**src/rtl/write_back_unit.sv**
```systemverilog
// Write-back stage: retires ALU/store results directly and waits (with timeout) for load data.
// Optional instruction-retired counter port instret_o is enabled by defining WB_INSTRET_EN.
module write_back_unit #(
    parameter int XLEN         = 32,
    parameter int LOAD_TIMEOUT = 16
) (
    input  logic            clock_i,
    input  logic            reset_i,
    input  logic            mem_bubble_i,
    input  logic [XLEN-1:0] mem_pc_i,
    input  logic [31:0]     mem_instruct_i,
    input  logic [4:0]      mem_rdt_addr_i,
    input  logic [XLEN-1:0] mem_rdt_wdata_i,
    input  logic            mem_is_mem_op_i,
    input  logic            mem_mem_op_type_i,
    input  logic [XLEN-1:0] mem_addr_i,
    output logic            mem_stall_o,
    input  logic            dmem_rvalid_i,
    input  logic [XLEN-1:0] dmem_rdata_i,
    output logic            rf_we_o,
    output logic [4:0]      rf_waddr_o,
    output logic [XLEN-1:0] rf_wdata_o,
    output logic            retire_o,
    output logic [XLEN-1:0] retire_pc_o,
    output logic            load_err_o
`ifdef WB_INSTRET_EN
    ,
    output logic [63:0]     instret_o
`endif
);

    localparam logic S_IDLE = 1'b0;
    localparam logic S_WAIT = 1'b1;
    localparam int   CW     = $clog2(LOAD_TIMEOUT + 1);
    localparam logic [CW-1:0] WAIT_LAST = CW'(LOAD_TIMEOUT - 1);

    logic            state;
    logic [CW-1:0]   wait_cnt;
    logic [XLEN-1:0] ld_pc;
    logic [2:0]      ld_funct3;
    logic [4:0]      ld_rd;
    logic [1:0]      ld_lane;
    logic            is_load;
    logic            unused_bits;

    assign unused_bits = ^{mem_instruct_i[31:15], mem_instruct_i[11:0], mem_addr_i[XLEN-1:2],
                           dmem_rdata_i[XLEN-1:XLEN-1]};
    assign is_load     = mem_is_mem_op_i && !mem_mem_op_type_i;
    assign mem_stall_o = (state == S_WAIT);

    // Misaligned lanes are tolerated: low address bits beyond the access size are ignored.
    function automatic logic [XLEN-1:0] extract(input logic [2:0] funct3, input logic [1:0] lane,
                                                input logic [XLEN-1:0] data);
        logic [7:0]      byte_v;
        logic [15:0]     half_v;
        logic [XLEN-1:0] res;
        byte_v = data[7:0];
        half_v = lane[1] ? data[31:16] : data[15:0];
        case (lane)
            2'd0:    byte_v = data[7:0];
            2'd1:    byte_v = data[15:8];
            2'd2:    byte_v = data[23:16];
            2'd3:    byte_v = data[31:24];
            default: byte_v = data[7:0];
        endcase
        case (funct3)
            3'b000:  res = {{(XLEN-8){byte_v[7]}}, byte_v};
            3'b100:  res = {{(XLEN-8){1'b0}}, byte_v};
            3'b001:  res = {{(XLEN-16){half_v[15]}}, half_v};
            3'b101:  res = {{(XLEN-16){1'b0}}, half_v};
            default: res = data;
        endcase
        return res;
    endfunction

    // Main FSM and registered write-back/retire outputs.
    always_ff @(posedge clock_i) begin
        if (reset_i) begin
            state       <= S_IDLE;
            wait_cnt    <= '0;
            ld_pc       <= '0;
            ld_funct3   <= 3'd0;
            ld_rd       <= 5'd0;
            ld_lane     <= 2'd0;
            rf_we_o     <= 1'b0;
            rf_waddr_o  <= 5'd0;
            rf_wdata_o  <= '0;
            retire_o    <= 1'b0;
            retire_pc_o <= '0;
            load_err_o  <= 1'b0;
        end else begin
            rf_we_o  <= 1'b0;
            retire_o <= 1'b0;
            case (state)
                S_IDLE: begin
                    if (!mem_bubble_i) begin
                        if (is_load) begin
                            state     <= S_WAIT;
                            wait_cnt  <= '0;
                            ld_pc     <= mem_pc_i;
                            ld_funct3 <= mem_instruct_i[14:12];
                            ld_rd     <= mem_rdt_addr_i;
                            ld_lane   <= mem_addr_i[1:0];
                        end else begin
                            retire_o    <= 1'b1;
                            retire_pc_o <= mem_pc_i;
                            rf_we_o     <= !mem_is_mem_op_i && (mem_rdt_addr_i != 5'd0);
                            rf_waddr_o  <= mem_rdt_addr_i;
                            rf_wdata_o  <= mem_rdt_wdata_i;
                        end
                    end
                end
                S_WAIT: begin
                    // A response in the timeout cycle takes priority over the timeout.
                    if (dmem_rvalid_i) begin
                        state       <= S_IDLE;
                        retire_o    <= 1'b1;
                        retire_pc_o <= ld_pc;
                        rf_we_o     <= (ld_rd != 5'd0);
                        rf_waddr_o  <= ld_rd;
                        rf_wdata_o  <= extract(ld_funct3, ld_lane, dmem_rdata_i);
                    end else if (wait_cnt == WAIT_LAST) begin
                        state       <= S_IDLE;
                        retire_o    <= 1'b1;
                        retire_pc_o <= ld_pc;
                        load_err_o  <= 1'b1;
                    end else begin
                        wait_cnt <= wait_cnt + 1'b1;
                    end
                end
                default: state <= S_IDLE;
            endcase
        end
    end

`ifdef WB_INSTRET_EN
    // Retired-instruction counter; wraps naturally at 2^64.
    always_ff @(posedge clock_i) begin
        if (reset_i) begin
            instret_o <= 64'd0;
        end else if (retire_o) begin
            instret_o <= instret_o + 64'd1;
        end else begin
            instret_o <= instret_o;
        end
    end
`endif

endmodule

```
**config.mk**
```make
export PLATFORM = sky130hd
export DESIGN_NAME = write_back_unit
export DESIGN_NICKNAME = d
export VERILOG_FILES = /design/src/rtl/write_back_unit.sv
export SDC_FILE = /design/constraint.sdc
export NUM_CORES = 1
export LEC_CHECK = 0
export BUFFER_PORTS_ARGS = -buffer_cell sky130_fd_sc_hd__buf_4
export CAP_MARGIN = 20
export CORE_ASPECT_RATIO = 0.6
export CORE_MARGIN = 2
export CORE_UTILIZATION = 52
export CTS_BUF_LIST = sky130_fd_sc_hd__clkbuf_4 sky130_fd_sc_hd__clkbuf_8 sky130_fd_sc_hd__clkbuf_16
export CTS_CLUSTER_SIZE = 25
export DETAILED_ROUTE_END_ITERATION = 8
export PLACE_DENSITY_LB_ADDON = 0.2
export SYNTH_ARGS = -nofsm -noshare
export SYNTH_HDL_FRONTEND = slang
export SYNTH_SLANG_ARGS = --single-unit
```
**constraint.sdc**
```tcl
create_clock -name clock_i -period 3.1 [get_ports clock_i]
set_input_delay 0.155 -clock clock_i [delete_from_list [all_inputs] [get_ports clock_i]]
set_output_delay 0.155 -clock clock_i [all_outputs]
set_load 0.005 [all_outputs]
```
Word-level counts from Yosys, hierarchy flattened
Cells that the tools add are included.
Operators by class
  muxes and demuxes: 35
  reduce and logical (&&, ||, !) cells: 13
  equal/unequal tests: 14
  bitwise logic cells: 3
  $add $sub $neg: 1
Operators by type and width (number)
  $mux W32: 7
  $pmux W32 S2: 2
  $pmux W32 S4: 1
  $mux W5: 7
  $pmux W8 S4: 1
  $pmux W5 S2: 2
  $mux W16: 1
  $ne A2 B2 Y1 const B: 6
  $reduce_and A3 Y1: 4
  $mux W1: 11
  $reduce_bool A5 Y1: 2
  $eq A3 B3 Y1 const B: 2
  $pmux W1 S2: 3
  $add A5 B1 Y5 const B: 1
  $eq A5 B4 Y1 const B: 1
  $eq A2 B2 Y1 const B: 2
  $reduce_and A4 Y1: 1
  $eq A3 B1 Y1 const B: 1
  $logic_not A3 Y1: 1
  $ne A3 B2 Y1 const B: 1
  $not A1 Y1: 3
  $eq A2 B1 Y1 const B: 1
  $logic_and A1 B1 Y1: 2
  $logic_not A1 Y1: 2
  $logic_not A2 Y1: 1
Word-level totals
  register bits after elaboration: 120
  input port bits: 171

Longest topological paths before layout
  depth after elaboration: 5
  mapped depth: 8
  mapped depth without buffers: 7

Worst setup path before layout
No wires, ideal clock.
  path kind: flip-flop to flip-flop
  from: register wait_cnt[0]
  to: register retire_pc_o[10]
  period minus slack after synthesis: 1680 ps
  slack: 1420 ps
  stages on the path, launching flop included: 8
  arrival time: 1595 ps
  path buffers: 1
  cell sequence: dfxtp_1 ha_1 and3_1 ha_1 nand2_1 o311ai_4 clkbuf_1 a211oi_1
On the way
  longest elaborated chain between the ends: 3
RTL lines
  start: declaration: RTL line 38  | logic [CW-1:0] wait_cnt;
  start signal: assignment: RTL line 128  | wait_cnt <= wait_cnt + 1'b1;
  $eq A5 B4 Y1: RTL line 122  | end else if (wait_cnt == WAIT_LAST) begin
  $ne A3 B2 Y1 (no source line)
  $reduce_and A3 Y1 (no source line)
  end signal: assignment: RTL line 106  | retire_pc_o <= mem_pc_i;
  end signal: assignment: RTL line 118  | retire_pc_o <= ld_pc;
  end signal: assignment: RTL line 125  | retire_pc_o <= ld_pc;
  end: declaration: RTL line 24  | output logic [XLEN-1:0] retire_pc_o,
Every way passes these cells.
A chain may end at the register's enable or synchronous reset.

Worst setup path after layout
  from: register ld_funct3[0]
  to: register rf_wdata_o[17]
On the way
  longest elaborated chain between the ends: 4
  elaborated cells between the ends (all ways): 7
  classes of those cells: eq/ne: 3; mux: 3; reduce/logical: 1
RTL lines
  start: declaration: RTL line 40  | logic [2:0] ld_funct3;
  start signal: assignment: RTL line 101  | ld_funct3 <= mem_instruct_i[14:12];
  $eq A3 B3 Y1 (tied with other cells): RTL line 66  | case (funct3)
  $pmux W32 S4 (*): RTL line 66
  $mux W32 (*): RTL line 115  | if (dmem_rvalid_i) begin
  $pmux W32 S2 (*): RTL line 94  | case (state)
  end signal: assignment: RTL line 109  | rf_wdata_o <= mem_rdt_wdata_i;
  end signal: assignment: RTL line 121  | rf_wdata_o <= extract(ld_funct3, ld_lane, dmem_rdata_i);
  end: declaration: RTL line 22  | output logic [XLEN-1:0] rf_wdata_o,
Mark *: on every way between the ends. The rest lies on a longest branch, timed or not. The select of a mux whose other input is x is not followed.

==> qor.yml <==
yosys:
  yosysWarnings: 0
  syn_nets: 842
  synthTopCellsByCount: "dfxtp_1 (120), nand2_1 (113), nor2_1 (79)"
  synth_edf_count: 0
  synth.avg_cell_area_um2: 8.51
  synth_seq_area_share_pct: 42.2
  synthArstFlopShare_pct: 0
  yosysMostFrequentCell: "dfxtp_1"
  ys.flop_type: "dfxtp_1"
  synth_top_area_cell: "dfxtp_1"
  synthTopCellsByArea: "dfxtp_1 (42%), nand2_1 (7.4%), mux2i_1 (6.9%)"
  synth_area_um2: 5690
  ys_seq_elements: 120
  synth_cells: 669
  yosysUniqueCellTypes: 58
  synth.top_cell.area_share_pct: 42.2
detailed_routing:
  drc: 0
  drtPass1Iterations: 7
  final_antenna_net_count: 0
  vias_per_cell: 5.76
  drtIter0Drc: 572
  wl_per_cell_um: 17.3
  drt-total-wl_um: 17000
  vias: 5663
floorplanning:
  rows: 29
  ioPinCount: 244
  start_util_pct: 53.6
  fp.dieArea_um2: 11800
  fp.dieW_um: 139
  die_h_um: 85.1
  core_area_um2: 10600
worst_setup_path:
  cp.required_ns: 3.39
  critPathLaunchType: "flip-flop"
  rrSetupSlack_ns: 0.69
  worstPathArrival_ns: 2.70
  reg2reg_to: "rf_wdata_o[17]$_SDFFE_PP0P_"
  worstSetupPathType: "reg -> reg"
  worstPathMaxFanout: 26
  worstRegToRegCells: 5
  crit_path_end_kind: "flip-flop"
  worstReg2RegStart: "ld_funct3[0]$_SDFFE_PP0P_"
global_routing:
  grt_pass1_vias: 5253
  grtUsageTotal_pct: 28.2
  grt_pass1_wl_um: 27000
  grtUsageMet3_pct: 9.42
  antenna_found_initial: 0
  met2_usage_pct: 40.8
  grt_max_degree: 72
  overflow: 0
  grt_busiest_layer: "met2"
  use_met1_pct: 40.5
timing:
  period_minus_slack_ns: 2.41
  fmax_ghz: 0.414
  setup_viol: 0
  timing_worst_slew_pin_value_ns: 1.04
  rsz0062_at_grt: "no"
  slew_violations: 0
  slew_headroom_pct: 30.4
  finalCritPeriodShare_pct: 77.8
  final_hold_viol_count: 0
  hold_slack_ns: 0.00925
  fin_skew_ns: 0.00805
  finalSetupTns_ns: 0
clocking:
  cts_buffers: 17
  post-cts-setup-buffers: 0
  cts-root-buf: "clkbuf_16"
  postCtsResizedCells: 0
  cts.path.max_buffers: 2
  clk_pin_slew_ns: 0.06
  htreeDepth: 4
  cts_sinks: 120
  clock_latency_ns: 0.41
  cts_tree: "yes"
cells_and_area:
  nFillCells: 795
  fin_cells: 984
  multi_input_area_um2: 2980
  syn2layout_area_growth_pct: 36.0
  seqCellArea_um2: 2410
  drive_gt1_share_pct: 30.1
  final_nets: 1006
  antenna_cells: 0
run_status:
  outcome: "finished clean"
job:
  maxCapViolCount: 0
worst_hold_path:
  min_path_cells: 3
  worstHoldStart: "mem_pc_i[22]"
  hold_class: "in -> reg"
  min_delay_worst_endpoint: "ld_pc[22]$_SDFFE_PP0P_"
place:
  dp.cells: 946
  gp_congestion: 0.993
  io_buffers: 184
  place.detailed.hpwl_um: 11900
power:
  p_leak_uw: 0.00321
  p_per_area_nw_per_um2: 559
  power_uw: 4330
  vdd_drop_max_mv: 0.466
[power by group]
| group | total, uW | internal [uW] | switching [uW] | leakage [uW] |
|---|---|---|---|---|
| sequential | 1710 | 1640 | 67.4 | 0.000985 |
| combinational | 620 | 318 | 302 | 0.00194 |
| clock | 2000 | 1270 | 738 | 0.000286 |
[how the worst max path moves through the flow]
stage                                          from                      endpoint  slack [ns]  depth (start not counted)
after floorplan            wait_cnt[0]$_SDFFE_PP0P_  retire_pc_o[10]$_SDFFE_PP0P_        1.42                          7
after global placement    ld_funct3[0]$_SDFFE_PP0P_   rf_wdata_o[23]$_SDFFE_PP0P_        0.86                          5
after detailed placement  ld_funct3[0]$_SDFFE_PP0P_   rf_wdata_o[31]$_SDFFE_PP0P_        0.79                          5
after CTS                 ld_funct3[0]$_SDFFE_PP0P_   rf_wdata_o[17]$_SDFFE_PP0P_        0.74                          5
after global routing      ld_funct3[0]$_SDFFE_PP0P_   rf_wdata_o[17]$_SDFFE_PP0P_        0.55                          5
final                     ld_funct3[0]$_SDFFE_PP0P_   rf_wdata_o[17]$_SDFFE_PP0P_        0.69                          5
[layout by cell type (no fill, tap or decap), types with 2 or more instances in the layout]
master | netlist | layout
clkinvlp_4 | 0 | 3
a21oi_1 | 56 | 56
bufinv_16 | 0 | 3
a211oi_1 | 39 | 39
dfxtp_1 | 120 | 119
inv_6 | 0 | 3
buf_4 | 4 | 194
inv_1 | 10 | 10
mux2_4 | 2 | 2
clkinv_2 | 0 | 2
dlygate4sd3_1 | 0 | 7
a32oi_1 | 6 | 6
nand2_1 | 113 | 113
a22oi_1 | 2 | 2
clkinv_4 | 0 | 3
or3_1 | 2 | 2
or4_1 | 2 | 2
and2_1 | 9 | 9
o211a_1 | 5 | 5
a211o_1 | 8 | 8
clkbuf_16 | 0 | 17
a22o_1 | 16 | 16
o21ai_0 | 2 | 2
nor4b_1 | 2 | 2
o41ai_2 | 6 | 6
nor2b_1 | 8 | 8
mux2_2 | 6 | 6
nor3_1 | 18 | 18
ha_1 | 2 | 2
nand3b_1 | 3 | 3
a222oi_1 | 7 | 7
mux2i_1 | 39 | 39
nand3_1 | 24 | 24
nor2_1 | 79 | 79
[flip-flops by register name (all words and copies together), names as in the netlist]
signal / count
ld_funct3: 3
ld_lane: 2
ld_pc: 32
ld_rd: 5
load_err_o: 1
mem_stall_o: 1
retire_o: 1
retire_pc_o: 32
rf_waddr_o: 5
rf_wdata_o: 32
rf_we_o: 1
wait_cnt: 5
[final cells by class]
class                   instances  area share [%]
clock buffers                  17            5.49
inverters                      11           0.533
repair buffers                202            20.0
multi-input cells             481            38.4
well taps                     139            2.25
clock inverters                14            2.26
flip-flops and latches        120            31.1
[metrics by stage]
stage,util [%],worst slack [ns],instance area [um^2]
2_1_floorplan,-,1.42,5690
3_3_place_gp,66.5,0.864,7070
3_5_place_dp,66.5,0.791,7070
4_1_cts,72.8,0.743,7740
5_1_grt,72.8,0.553,7740
6_report,72.8,0.687,7740
[cell families after synthesis]
| group | count (synthesis) | share of synthesized area, % |
|---|---|---|
| simple gates | 272 | 21.6 |
| buf+inv | 68 | 5.56 |
| fa+ha+maj | 2 | 0.439 |
| mux | 47 | 8.57 |
| compound gates | 160 | 21.7 |
| flops | 120 | 42.2 |
[worst max-delay path, stage by stage (launching register included)]
cell and delay (ns):
dfxtp_1 0.92, nor4_2 0.14, a221oi_4 0.55, buf_4 0.30, nand3_1 0.14, a22o_1 0.24
[repair_timing]
item,in CTS,in global routing
hold endpoints to repair,7,0
endpoints found under the setup margin,0,0
hold buffers,7,0
[per-layer routing]
metal  part of all wire [%]  wire length, um  up-vias
met2                     42             7220      291
met5                      0                0        -
met3                     11             1850       29
li1                       -                -     2716
met4                    1.6              270        0
met1                     45             7710     2627
Note: power is estimated with default switching activity, not from simulation.
